$ cat src/rtl/cordic_iter_engine.sv
// cordic_iter_engine
// Iterative CORDIC shift-add datapath. One (x,y,z) operand is latched, then
// ITER micro-rotations are applied, one per clock, under control of an
// external direction-decision block that reads the low-order taps and
// returns dec_d (rotation sign) and dec_dn (hold) in the same cycle.
//
// Ports
//   clk, rst_n            clock (rising edge), asynchronous active-low reset
//   in_valid/in_ready     operand handshake; in_ready only while idle
//   in_x, in_y, in_z      initial vector and angle (two's complement)
//   in_ex, in_ey          exponent tags, latched and exported unchanged
//   tap_valid             high while rotating; taps meaningful
//   tap_x/tap_y/tap_z     low bits of the registered x/y/z
//   tap_ex/tap_ey/tap_a   latched tags and current step index
//   dec_d, dec_dn         direction (1: sigma=+1) and hold, used only while rotating
//   out_valid/out_ready   result handshake
//   out_x, out_y, out_z   final registered x/y/z
//   busy                  engine not idle
module cordic_iter_engine #(
    parameter int W    = 16,
    parameter int ZW   = 16,
    parameter int ITER = 12
) (
    input  logic          clk,
    input  logic          rst_n,
    input  logic          in_valid,
    output logic          in_ready,
    input  logic [W-1:0]  in_x,
    input  logic [W-1:0]  in_y,
    input  logic [ZW-1:0] in_z,
    input  logic [2:0]    in_ex,
    input  logic [2:0]    in_ey,
    output logic          tap_valid,
    output logic [3:0]    tap_x,
    output logic [3:0]    tap_y,
    output logic [2:0]    tap_z,
    output logic [2:0]    tap_ex,
    output logic [2:0]    tap_ey,
    output logic [4:0]    tap_a,
    input  logic          dec_d,
    input  logic          dec_dn,
    output logic          out_valid,
    input  logic          out_ready,
    output logic [W-1:0]  out_x,
    output logic [W-1:0]  out_y,
    output logic [ZW-1:0] out_z,
    output logic          busy
);

    typedef enum logic [1:0] {IDLE, RUN, DONE} state_t;

    localparam logic [4:0] LAST = 5'(ITER - 1);
    // The arctangent table is held at 2^14 LSB per radian; rescale for other ZW.
    localparam int ZSH = (ZW >= 16) ? ZW - 16 : 0;
    localparam int ZSR = (ZW >= 16) ? 0 : 16 - ZW;

    state_t state, state_nx;

    logic signed [W-1:0]  x_reg, y_reg;
    logic signed [W-1:0]  x_sh, y_sh, x_nx, y_nx;
    logic signed [ZW-1:0] z_reg, z_nx, atan_i;
    logic [2:0]           ex_reg, ey_reg;
    logic [4:0]           i_reg;

    function automatic logic signed [ZW-1:0] atan_lut(input logic [4:0] idx);
        int v;
        case (idx)
            5'd0:    v = 12868;
            5'd1:    v = 7596;
            5'd2:    v = 4014;
            5'd3:    v = 2037;
            5'd4:    v = 1023;
            5'd5:    v = 512;
            5'd6:    v = 256;
            5'd7:    v = 128;
            5'd8:    v = 64;
            5'd9:    v = 32;
            5'd10:   v = 16;
            5'd11:   v = 8;
            5'd12:   v = 4;
            5'd13:   v = 2;
            5'd14:   v = 1;
            5'd15:   v = 1;
            default: v = 0;
        endcase
        v = (v <<< ZSH) >>> ZSR;
        return ZW'(v);
    endfunction

    // Micro-rotation candidate for the current step; adds wrap naturally.
    always_comb begin
        x_sh   = x_reg >>> i_reg;
        y_sh   = y_reg >>> i_reg;
        atan_i = atan_lut(i_reg);
        if (dec_d) begin
            x_nx = x_reg - y_sh;
            y_nx = y_reg + x_sh;
            z_nx = z_reg - atan_i;
        end else begin
            x_nx = x_reg + y_sh;
            y_nx = y_reg - x_sh;
            z_nx = z_reg + atan_i;
        end
    end

    // Next state and handshake outputs
    always_comb begin
        state_nx  = state;
        in_ready  = 1'b0;
        tap_valid = 1'b0;
        out_valid = 1'b0;
        busy      = 1'b1;
        case (state)
            IDLE: begin
                in_ready = 1'b1;
                busy     = 1'b0;
                if (in_valid) state_nx = RUN;
            end
            RUN: begin
                tap_valid = 1'b1;
                if (!dec_dn && i_reg == LAST) state_nx = DONE;
            end
            DONE: begin
                out_valid = 1'b1;
                if (out_ready) state_nx = IDLE;
            end
            default: state_nx = IDLE;
        endcase
    end

    always_ff @(posedge clk or negedge rst_n) begin
        if (!rst_n) begin
            state  <= IDLE;
            x_reg  <= '0;
            y_reg  <= '0;
            z_reg  <= '0;
            ex_reg <= '0;
            ey_reg <= '0;
            i_reg  <= '0;
        end else begin
            state <= state_nx;
            case (state)
                IDLE: begin
                    if (in_valid) begin
                        x_reg  <= in_x;
                        y_reg  <= in_y;
                        z_reg  <= in_z;
                        ex_reg <= in_ex;
                        ey_reg <= in_ey;
                        i_reg  <= '0;
                    end
                end
                RUN: begin
                    if (!dec_dn) begin
                        x_reg <= x_nx;
                        y_reg <= y_nx;
                        z_reg <= z_nx;
                        // The last step leaves i at ITER-1; DONE clears it.
                        if (i_reg != LAST) i_reg <= i_reg + 5'd1;
                    end
                end
                DONE: begin
                    // Step index returns to zero so idle taps read a clean index.
                    if (out_ready) i_reg <= '0;
                end
                default: ;
            endcase
        end
    end

    assign tap_x  = x_reg[3:0];
    assign tap_y  = y_reg[3:0];
    assign tap_z  = z_reg[2:0];
    assign tap_ex = ex_reg;
    assign tap_ey = ey_reg;
    assign tap_a  = i_reg;
    assign out_x  = x_reg;
    assign out_y  = y_reg;
    assign out_z  = z_reg;

endmodule
$ cat config.mk
export PLATFORM = sky130hd
export DESIGN_NAME = cordic_iter_engine
export DESIGN_NICKNAME = d
export VERILOG_FILES = /design/src/rtl/cordic_iter_engine.sv
export SDC_FILE = /design/constraint.sdc
export NUM_CORES = 1
export LEC_CHECK = 0
export ABC_AREA = 1
export BUFFER_PORTS_ARGS = -buffer_cell sky130_fd_sc_hd__buf_2
export CAP_MARGIN = 20
export CORE_ASPECT_RATIO = 1.25
export CORE_UTILIZATION = 50
export DETAILED_ROUTE_END_ITERATION = 8
export PLACE_DENSITY = 0.82
export SLEW_MARGIN = 20
export SYNTH_ARGS = -nofsm -noshare
export SYNTH_HDL_FRONTEND = slang
export SYNTH_SLANG_ARGS = --single-unit
$ cat constraint.sdc
create_clock -name clk -period 3.6 [get_ports clk]
set_input_delay 0.54 -clock clk [delete_from_list [all_inputs] [get_ports clk]]
set_output_delay 0.54 -clock clk [all_outputs]
set_load 0.03 [all_outputs]
==> results_tabular.tex, run 1 <==
\begin{tabular}{lr}
\hline
Metric & Value \\
\hline
\multicolumn{2}{l}{\textbf{Status}} \\
Result of the run & complete, but fails checks \\
Failing checks & setup timing \\
\multicolumn{2}{l}{\textbf{Route}} \\
DRC violations left & 0 \\
Topmost layer with routed signal wires & met4 \\
Post-Route M1 WL & 11700 um \\
Met2 layer wire length in the routed design & 15700 um \\
Via count & 10500 \\
Post-DRT Antenna Nets & 0 \\
Via-to-Cell Ratio & 5.98 \\
Routed WL & 33000 um \\
Detailed-routing iteration count for the pre-antenna-repair pass & 9 \\
Number of DRC markers in iteration 0 & 952 \\
Detailed route wirelength on metal3 & 2950 um \\
Wire length per cell after detailed routing & 18.8 um \\
\multicolumn{2}{l}{\textbf{Logic synthesis}} \\
Cell taking the most area after synthesis & sky130\_fd\_sc\_hd\_\_dfrtp\_1 \\
Most frequent cell after synthesis & sky130\_fd\_sc\_hd\_\_nand2\_1 \\
Top area cells in the synthesized netlist & sky130\_fd\_sc\_hd\_\_dfrtp\_1 20\%, sky130\_fd\_sc\_hd\_\_nand2\_1 18\%, sky130\_fd\_sc\_hd\_\_ha\_1 9.8\% \\
Synthesized area & 7700 um\^{}2 \\
Post-synth top cells & 365 x sky130\_fd\_sc\_hd\_\_nand2\_1, 108 x sky130\_fd\_sc\_hd\_\_inv\_1, 107 x sky130\_fd\_sc\_hd\_\_nor2\_1 \\
Flop and latch count out of synthesis & 61 \\
Synthesis Warnings & 0 \\
Post-synth EDFFs & 0 \\
Top cell type's share of synthesized area & 19.8\% \\
Syn\_area\_per\_cell & 6.23 um\^{}2 \\
Synthesized netlist net count & 1358 \\
Proportion of synthesized flip-flops having asynchronous set or reset & 100\% \\
Count of cell types in the netlist & 51 \\
Prevailing post-synth register cell & sky130\_fd\_sc\_hd\_\_dfrtp\_1 \\
Sequential area share after synthesis & 19.8\% \\
Cell count after synthesis & 1235 \\
\multicolumn{2}{l}{\textbf{Final layout}} \\
Post-route non-filler standard cell count & 1759 \\
Layout cell share with drive strength beyond 1 & 40.1\% \\
Diodes inserted & 0 \\
Footprint of the flip-flops and latches & 1530 um\^{}2 \\
Combined area of the multi-input logic cells & 6340 um\^{}2 \\
Number of filler instances in the final layout & 1045 \\
Final \#Nets & 1695 \\
Layout-stage area growth over the synthesis result & 49.7\% \\
\multicolumn{2}{l}{\textbf{Critical path}} \\
Crit-path max cell delay & 510 ps \\
Critical path class & reg2reg \\
Crit path buffers/inverters & 7 \\
Data arrival time of the worst path & 4610 ps \\
Data required time at the worst endpoint & 3880 ps \\
Maximum fanout count along the critical path & 8 \\
Critical path launch point type & flop \\
Delay-heaviest family, CP & simple AND/OR/NAND/NOR gates \\
Crit path capture type & flop \\
CP max stage cell & sky130\_fd\_sc\_hd\_\_dfrtp\_2 \\
\multicolumn{2}{l}{\textbf{Die}} \\
Initial Util & 51.3\% \\
Die span in y & 141 um \\
Number of rows in the core area & 50 \\
DIE WIDTH & 113 um \\
I/O pin total & 134 \\
Core Area & 15000 um\^{}2 \\
DIE AREA & 15900 um\^{}2 \\
\multicolumn{2}{l}{\textbf{Timing}} \\
Final count of hold timing violations & 0 \\
Headroom to the max-slew limit & 55.2\% \\
Count of pins over their slew limit & 0 \\
Final worst clock skew & 16.7 ps \\
Transition at the pin with the smallest max-transition slack & 669 ps \\
Fraction of the cycle the final worst path needs & 120\% \\
Setup repair after global routing missed its margin & true \\
Upper clock frequency limit & 231 MHz \\
Final setup violation count & 25 \\
Final Worst Setup Slack & -732 ps \\
Min Clock Period, post-route & 4330 ps \\
\multicolumn{2}{l}{\textbf{Clock tree}} \\
Total CTS buffers & 9 \\
Root Buffer Master & sky130\_fd\_sc\_hd\_\_clkbuf\_16 \\
Clock sinks & 61 \\
CTS tree & built \\
\# H-tree levels & 3 \\
Clk Latency, worst-skew pair & 370 ps \\
Reg clk slew, reported paths & 70 ps \\
Cts-stage hold buffer count & 0 \\
Largest buffer count on any clock path & 2 \\
\multicolumn{2}{l}{\textbf{Place}} \\
Detail Placement HPWL & 21200 um \\
Post-place setup slack & -493 ps \\
Routability Congestion & 1.04 \\
Number of cells after detailed placement & 1706 \\
Input/output buffers & 133 \\
\multicolumn{2}{l}{\textbf{GRT}} \\
Antenna violations before repair & 0 \\
Maximum number of pins on one net before global-route repair & 45 \\
GRT Total Usage & 37.4\% \\
Via count of the first global-routing pass & 9732 \\
Total congestion overflow & 0 \\
Global-route wire length before repair & 47000 um \\
\multicolumn{2}{l}{\textbf{Hold path}} \\
Hold WC Path Type & in2async \\
\multicolumn{2}{l}{\textbf{Run}} \\
Number of maximum-capacitance constraint violations & 0 \\
\hline
\end{tabular}
[worst register-to-register path, stage by stage, from the launching register on]
cell and delay (ps):
sky130_fd_sc_hd__dfrtp_2 510, sky130_fd_sc_hd__buf_6 160, sky130_fd_sc_hd__inv_8 50, sky130_fd_sc_hd__buf_6 130, sky130_fd_sc_hd__buf_6 120, sky130_fd_sc_hd__nand2_4 50
sky130_fd_sc_hd__nand3_2 60, sky130_fd_sc_hd__buf_4 140, sky130_fd_sc_hd__nand3_2 80, sky130_fd_sc_hd__nand2_2 70, sky130_fd_sc_hd__nand2_2 80, sky130_fd_sc_hd__nand3_2 130
sky130_fd_sc_hd__nor2_4 130, sky130_fd_sc_hd__buf_4 110, sky130_fd_sc_hd__buf_4 90, sky130_fd_sc_hd__nand2_1 60, sky130_fd_sc_hd__o21bai_2 180, sky130_fd_sc_hd__xor2_2 380
sky130_fd_sc_hd__ha_4 230, sky130_fd_sc_hd__nand2_1 90, sky130_fd_sc_hd__nor2_2 190, sky130_fd_sc_hd__nand4_1 390, sky130_fd_sc_hd__o2111ai_4 310, sky130_fd_sc_hd__a21o_1 210
sky130_fd_sc_hd__xor2_1 150, sky130_fd_sc_hd__nor2_1 50, sky130_fd_sc_hd__o22ai_1 110
[per-stage QoR]
step	TNS [ps]	instance area [um^2]	hold WS [ps]	utilization [%]
2_1_floorplan	0	7750	244	-
3_3_place_gp	-3640	9900	449	66.0
3_5_place_dp	-6440	9900	454	66.0
4_1_cts	-1240	10900	379	72.4
5_1_grt	-13150	11500	251	76.8
6_report	-6240	11500	201	76.8
[area by class of cell]
class | count | share of cell area, %
Inverter | 121 | 4.07
Clock buffer | 10 | 1.99
Multi-Input combinational cell | 994 | 55.0
Sequential cell | 61 | 13.3
Timing Repair Buffer | 385 | 22.8
Clock inverter | 6 | 0.825
Tap cell | 182 | 1.98
[flip-flops by register name, indices dropped and copies added (netlist names)]
name    cells
tap_a       5
out_z      16
tap_ey      3
out_x      16
out_y      16
state       2
tap_ex      3
[path summary, 6_finish.rpt]
kind	start	slack, ps	depth (start not counted)	to
hold / removal	rst_n	200	1	out_x[10]
min in group clk	in_ex[0]	380	3	tap_ex[0]
hold reg to reg	tap_ex[0]	470	2	tap_ex[0]
max in group asynchronous	rst_n	2650	2	out_y[3]
setup / recovery	tap_a[0]	-730	26	out_x[13]
setup reg to reg	tap_a[0]	-730	26	out_x[13]
[logic make-up after synthesis]
logic type / Yosys count / synth area share, %
AND/OR/NAND/NOR: 625 / 34.1
AO/OA/AOI/OAI: 247 / 18.2
buffers and inverters: 180 / 10.6
adder cells (fa/ha/maj): 63 / 10.5
flip-flops: 61 / 19.8
XOR/XNOR: 59 / 6.71
[routing by layer]
metal  global-route usage (%)  vias to the layer above
li1                         -                     4727
met1                     42.3                     4822
met2                     65.6                      710
met3                     5.63                      256
met4                     23.8                        0
met5                        0                        -
[repair_timing]
| item | CTS | global route |
|---|---|---|
| setup buffers | 17 | 19 |
| pin swaps | 58 | 86 |
| endpoints found under the setup margin | 30 | 32 |
| cloned | 2 | 0 |
| gates resized for setup | 139 | 138 |
| hold endpoints to repair | 0 | 0 |
[cells in the final DEF (no fill, tap or decap), drive strengths merged, types with 21 or more instances in the layout]
master	instances
xnor2	21
xor2	38
a21oi	87
nand3	101
dfrtp	61
ha	60
inv	119
nor2	119
o21ai	104
buf	385
nand2	372
Power of run 1 is not shown: default switching activity piles up to over one toggle a cycle in this logic, so the estimate is an artifact.
==> run 2, diff against run 1 <==
REMOVE_ABC_BUFFERS = 1   (was unset)
==> results_tabular.tex, run 2 (same netlist as run 1, synthesis figures left out) <==
\begin{tabular}{lr}
\hline
Metric & Value \\
\hline
\multicolumn{2}{l}{\textbf{Status}} \\
Result of the run & complete, but fails checks \\
Failing checks & setup timing \\
\multicolumn{2}{l}{\textbf{Die}} \\
DIE WIDTH & 113 um (unchanged) \\
DIE AREA & 15900 um\^{}2 (unchanged) \\
I/O pin total & 134 (unchanged) \\
Die span in y & 141 um (unchanged) \\
Number of rows in the core area & 50 (unchanged) \\
Initial Util & 51.3\% (unchanged) \\
Core Area & 15000 um\^{}2 (unchanged) \\
\multicolumn{2}{l}{\textbf{GRT}} \\
GRT met3 Usage & 5.37\% (-0.26 points) \\
Global-route wire length before repair & 48000 um (+2.2\%) \\
Via count of the first global-routing pass & 10200 (+4.9\%) \\
Maximum number of pins on one net before global-route repair & 42 (-6.7\%) \\
Antenna violations before repair & 1 (+1) \\
Grt met2 use & 65.2\% (-0.42 points) \\
Total congestion overflow & 0 (unchanged) \\
GRT Total Usage & 37.8\% (+0.41 points) \\
Most utilized layer in the global route result & met2 \\
Met1 track utilization from global routing & 42.9\% (+0.63 points) \\
\multicolumn{2}{l}{\textbf{Critical path}} \\
Critical path endpoint & out\_z[13] \\
Data required time at the worst endpoint & 3860 ps (-20 ps) \\
Crit-path max cell delay & 450 ps (-60 ps) \\
Crit Reg-Reg Startpoint & tap\_a[1] \\
Data arrival time of the worst path & 4620 ps (about the same) \\
Critical path class & reg2reg \\
Critical path launch point type & flop \\
Crit. Startpoint & tap\_a[1] \\
Reg-to-reg setup timing slack & -760 ps (-30 ps) \\
Crit Reg-Reg Endpoint & out\_z[13] \\
Cell depth of the worst flop-to-flop path & 29 (+12\%) \\
Maximum fanout count along the critical path & 5 (-3) \\
CP max stage cell & sky130\_fd\_sc\_hd\_\_dfrtp\_2 \\
Crit path capture type & flop \\
\multicolumn{2}{l}{\textbf{Clock tree}} \\
Reg clk slew, reported paths & 60 ps (about the same) \\
CTS tree & built \\
Total CTS buffers & 9 (unchanged) \\
Root Buffer Master & sky130\_fd\_sc\_hd\_\_clkbuf\_16 \\
Clock sinks & 61 (unchanged) \\
Largest buffer count on any clock path & 2 (unchanged) \\
Cts-stage hold buffer count & 0 (unchanged) \\
\# H-tree levels & 3 (unchanged) \\
Clk Latency, worst-skew pair & 370 ps (about the same) \\
\multicolumn{2}{l}{\textbf{Timing}} \\
Transition at the pin with the smallest max-transition slack & 766 ps (+96.7 ps) \\
Headroom to the max-slew limit & 48.9\% (-6.3 points) \\
Min Clock Period, post-route & 4360 ps (+26.5 ps) \\
Count of pins over their slew limit & 0 (unchanged) \\
Final worst clock skew & 6.30 ps (-10.4 ps) \\
Upper clock frequency limit & 229 MHz (-0.61\%) \\
Final count of hold timing violations & 0 (unchanged) \\
Final Worst Setup Slack & -758 ps (-26.5 ps) \\
Fraction of the cycle the final worst path needs & 121\% (+0.74 points) \\
Worst Hold Margin & 236 ps (+35.0 ps) \\
Setup repair after global routing missed its margin & true \\
Setup\_tns & -13550 ps (-7310 ps) \\
Final setup violation count & 33 (+32\%) \\
\multicolumn{2}{l}{\textbf{Final layout}} \\
Layout-stage area growth over the synthesis result & 52.1\% \\
Most common cell after layout, fill and taps aside & sky130\_fd\_sc\_hd\_\_nand2\_1 \\
Number of filler instances in the final layout & 948 (-9.3\%) \\
Diodes inserted & 0 (unchanged) \\
Final \#Nets & 1725 (+1.8\%) \\
Leading cell types in the layout, fill and taps excluded & 330 x sky130\_fd\_sc\_hd\_\_nand2\_1, 262 x sky130\_fd\_sc\_hd\_\_buf\_4, 133 x sky130\_fd\_sc\_hd\_\_buf\_2, 102 x sky130\_fd\_sc\_hd\_\_inv\_1, 88 x sky130\_fd\_sc\_hd\_\_nor2\_1 \\
Post-layout util & 78.0\% (+1.3 points) \\
Non-Filler Cell Area, Final & 11700 um\^{}2 (+1.6\%) \\
Layout cell share with drive strength beyond 1 & 40.0\% (-0.13 points) \\
\multicolumn{2}{l}{\textbf{Route}} \\
Number of DRC markers in iteration 0 & 1444 (+52\%) \\
Routed WL & 36300 um (+10\%) \\
Post-DRT Antenna Nets & 0 (unchanged) \\
Via-to-Cell Ratio & 6.25 (+4.6\%) \\
DRC violations left & 0 (unchanged) \\
Detailed-routing iteration count for the pre-antenna-repair pass & 8 (-1) \\
Via count & 11200 (+6.4\%) \\
Wire length per cell after detailed routing & 20.3 um (+8.1\%) \\
\multicolumn{2}{l}{\textbf{Place}} \\
Routability Congestion & 0.965 (-6.8\%) \\
Input/output buffers & 133 (unchanged) \\
Total placed instance area & 10000 um\^{}2 (+1.2\%) \\
Detail Placement HPWL & 19900 um (-5.8\%) \\
\multicolumn{2}{l}{\textbf{Hold path}} \\
Hold WC Path Type & in2async \\
\multicolumn{2}{l}{\textbf{Run}} \\
Number of maximum-capacitance constraint violations & 0 (unchanged) \\
\hline
\end{tabular}
## run 2: through the flow
stage / setup slack (ps) / instances
after floorplan: -1600 / 1176
after global placement: -307 / 1722
after detailed placement: -414 / 1722
after CTS: -224 / 1770
after global routing: -913 / 1789
final: -758 / 1789
## run 2: how the worst min path moves through the flow
| stage | from | end | slack, ps | depth (start not counted) |
|---|---|---|---|---|
| finish | rst_n | out_z[14] | 240 | 1 |
| CTS | rst_n | out_z[14] | 250 | 1 |
| global route | rst_n | out_z[8] | 270 | 1 |
| floorplan | rst_n | out_x[0] | 240 | 0 |
| detailed placement | tap_ex[2] | tap_ex[2] | 460 | 2 |
| global placement | tap_ex[2] | tap_ex[2] | 460 | 2 |
## run 2: per-layer routing
layer	share of wire, %	vias to the layer above
met5	0	-
met4	9.4	0
met3	11	390
met2	45	964
met1	34	5058
li1	-	4775
## run 2: final cells by class
type	count	area [um^2]	area share (%)
Clock buffer	9	225	1.92
Clock inverter	7	104	0.887
Inverter	121	467	3.98
Multi-Input combinational cell	994	6230	53.2
Sequential cell	61	1530	13.1
Tap cell	182	228	1.94
Timing Repair Buffer	414	2920	25.0
Timing Repair inverter	1	6.26	0.0534
## run 2: critical path, delay by kind of cell (launching register included)
kind            cells  cell delay, ps
flops               1             450
buf+inv             9            1090
simple gates       10             930
xor+xnor            1             160
fa+ha+maj           3             620
compound gates      6             990
## run 2: repair_timing
item / CTS / global route
pin swaps: 75 / 55
buffers inserted: 30 / 21
gates resized for setup: 132 / 124
gates cloned: 2 / 0
setup endpoints to repair: 28 / 31
Power of run 2 is left out for the same reason.
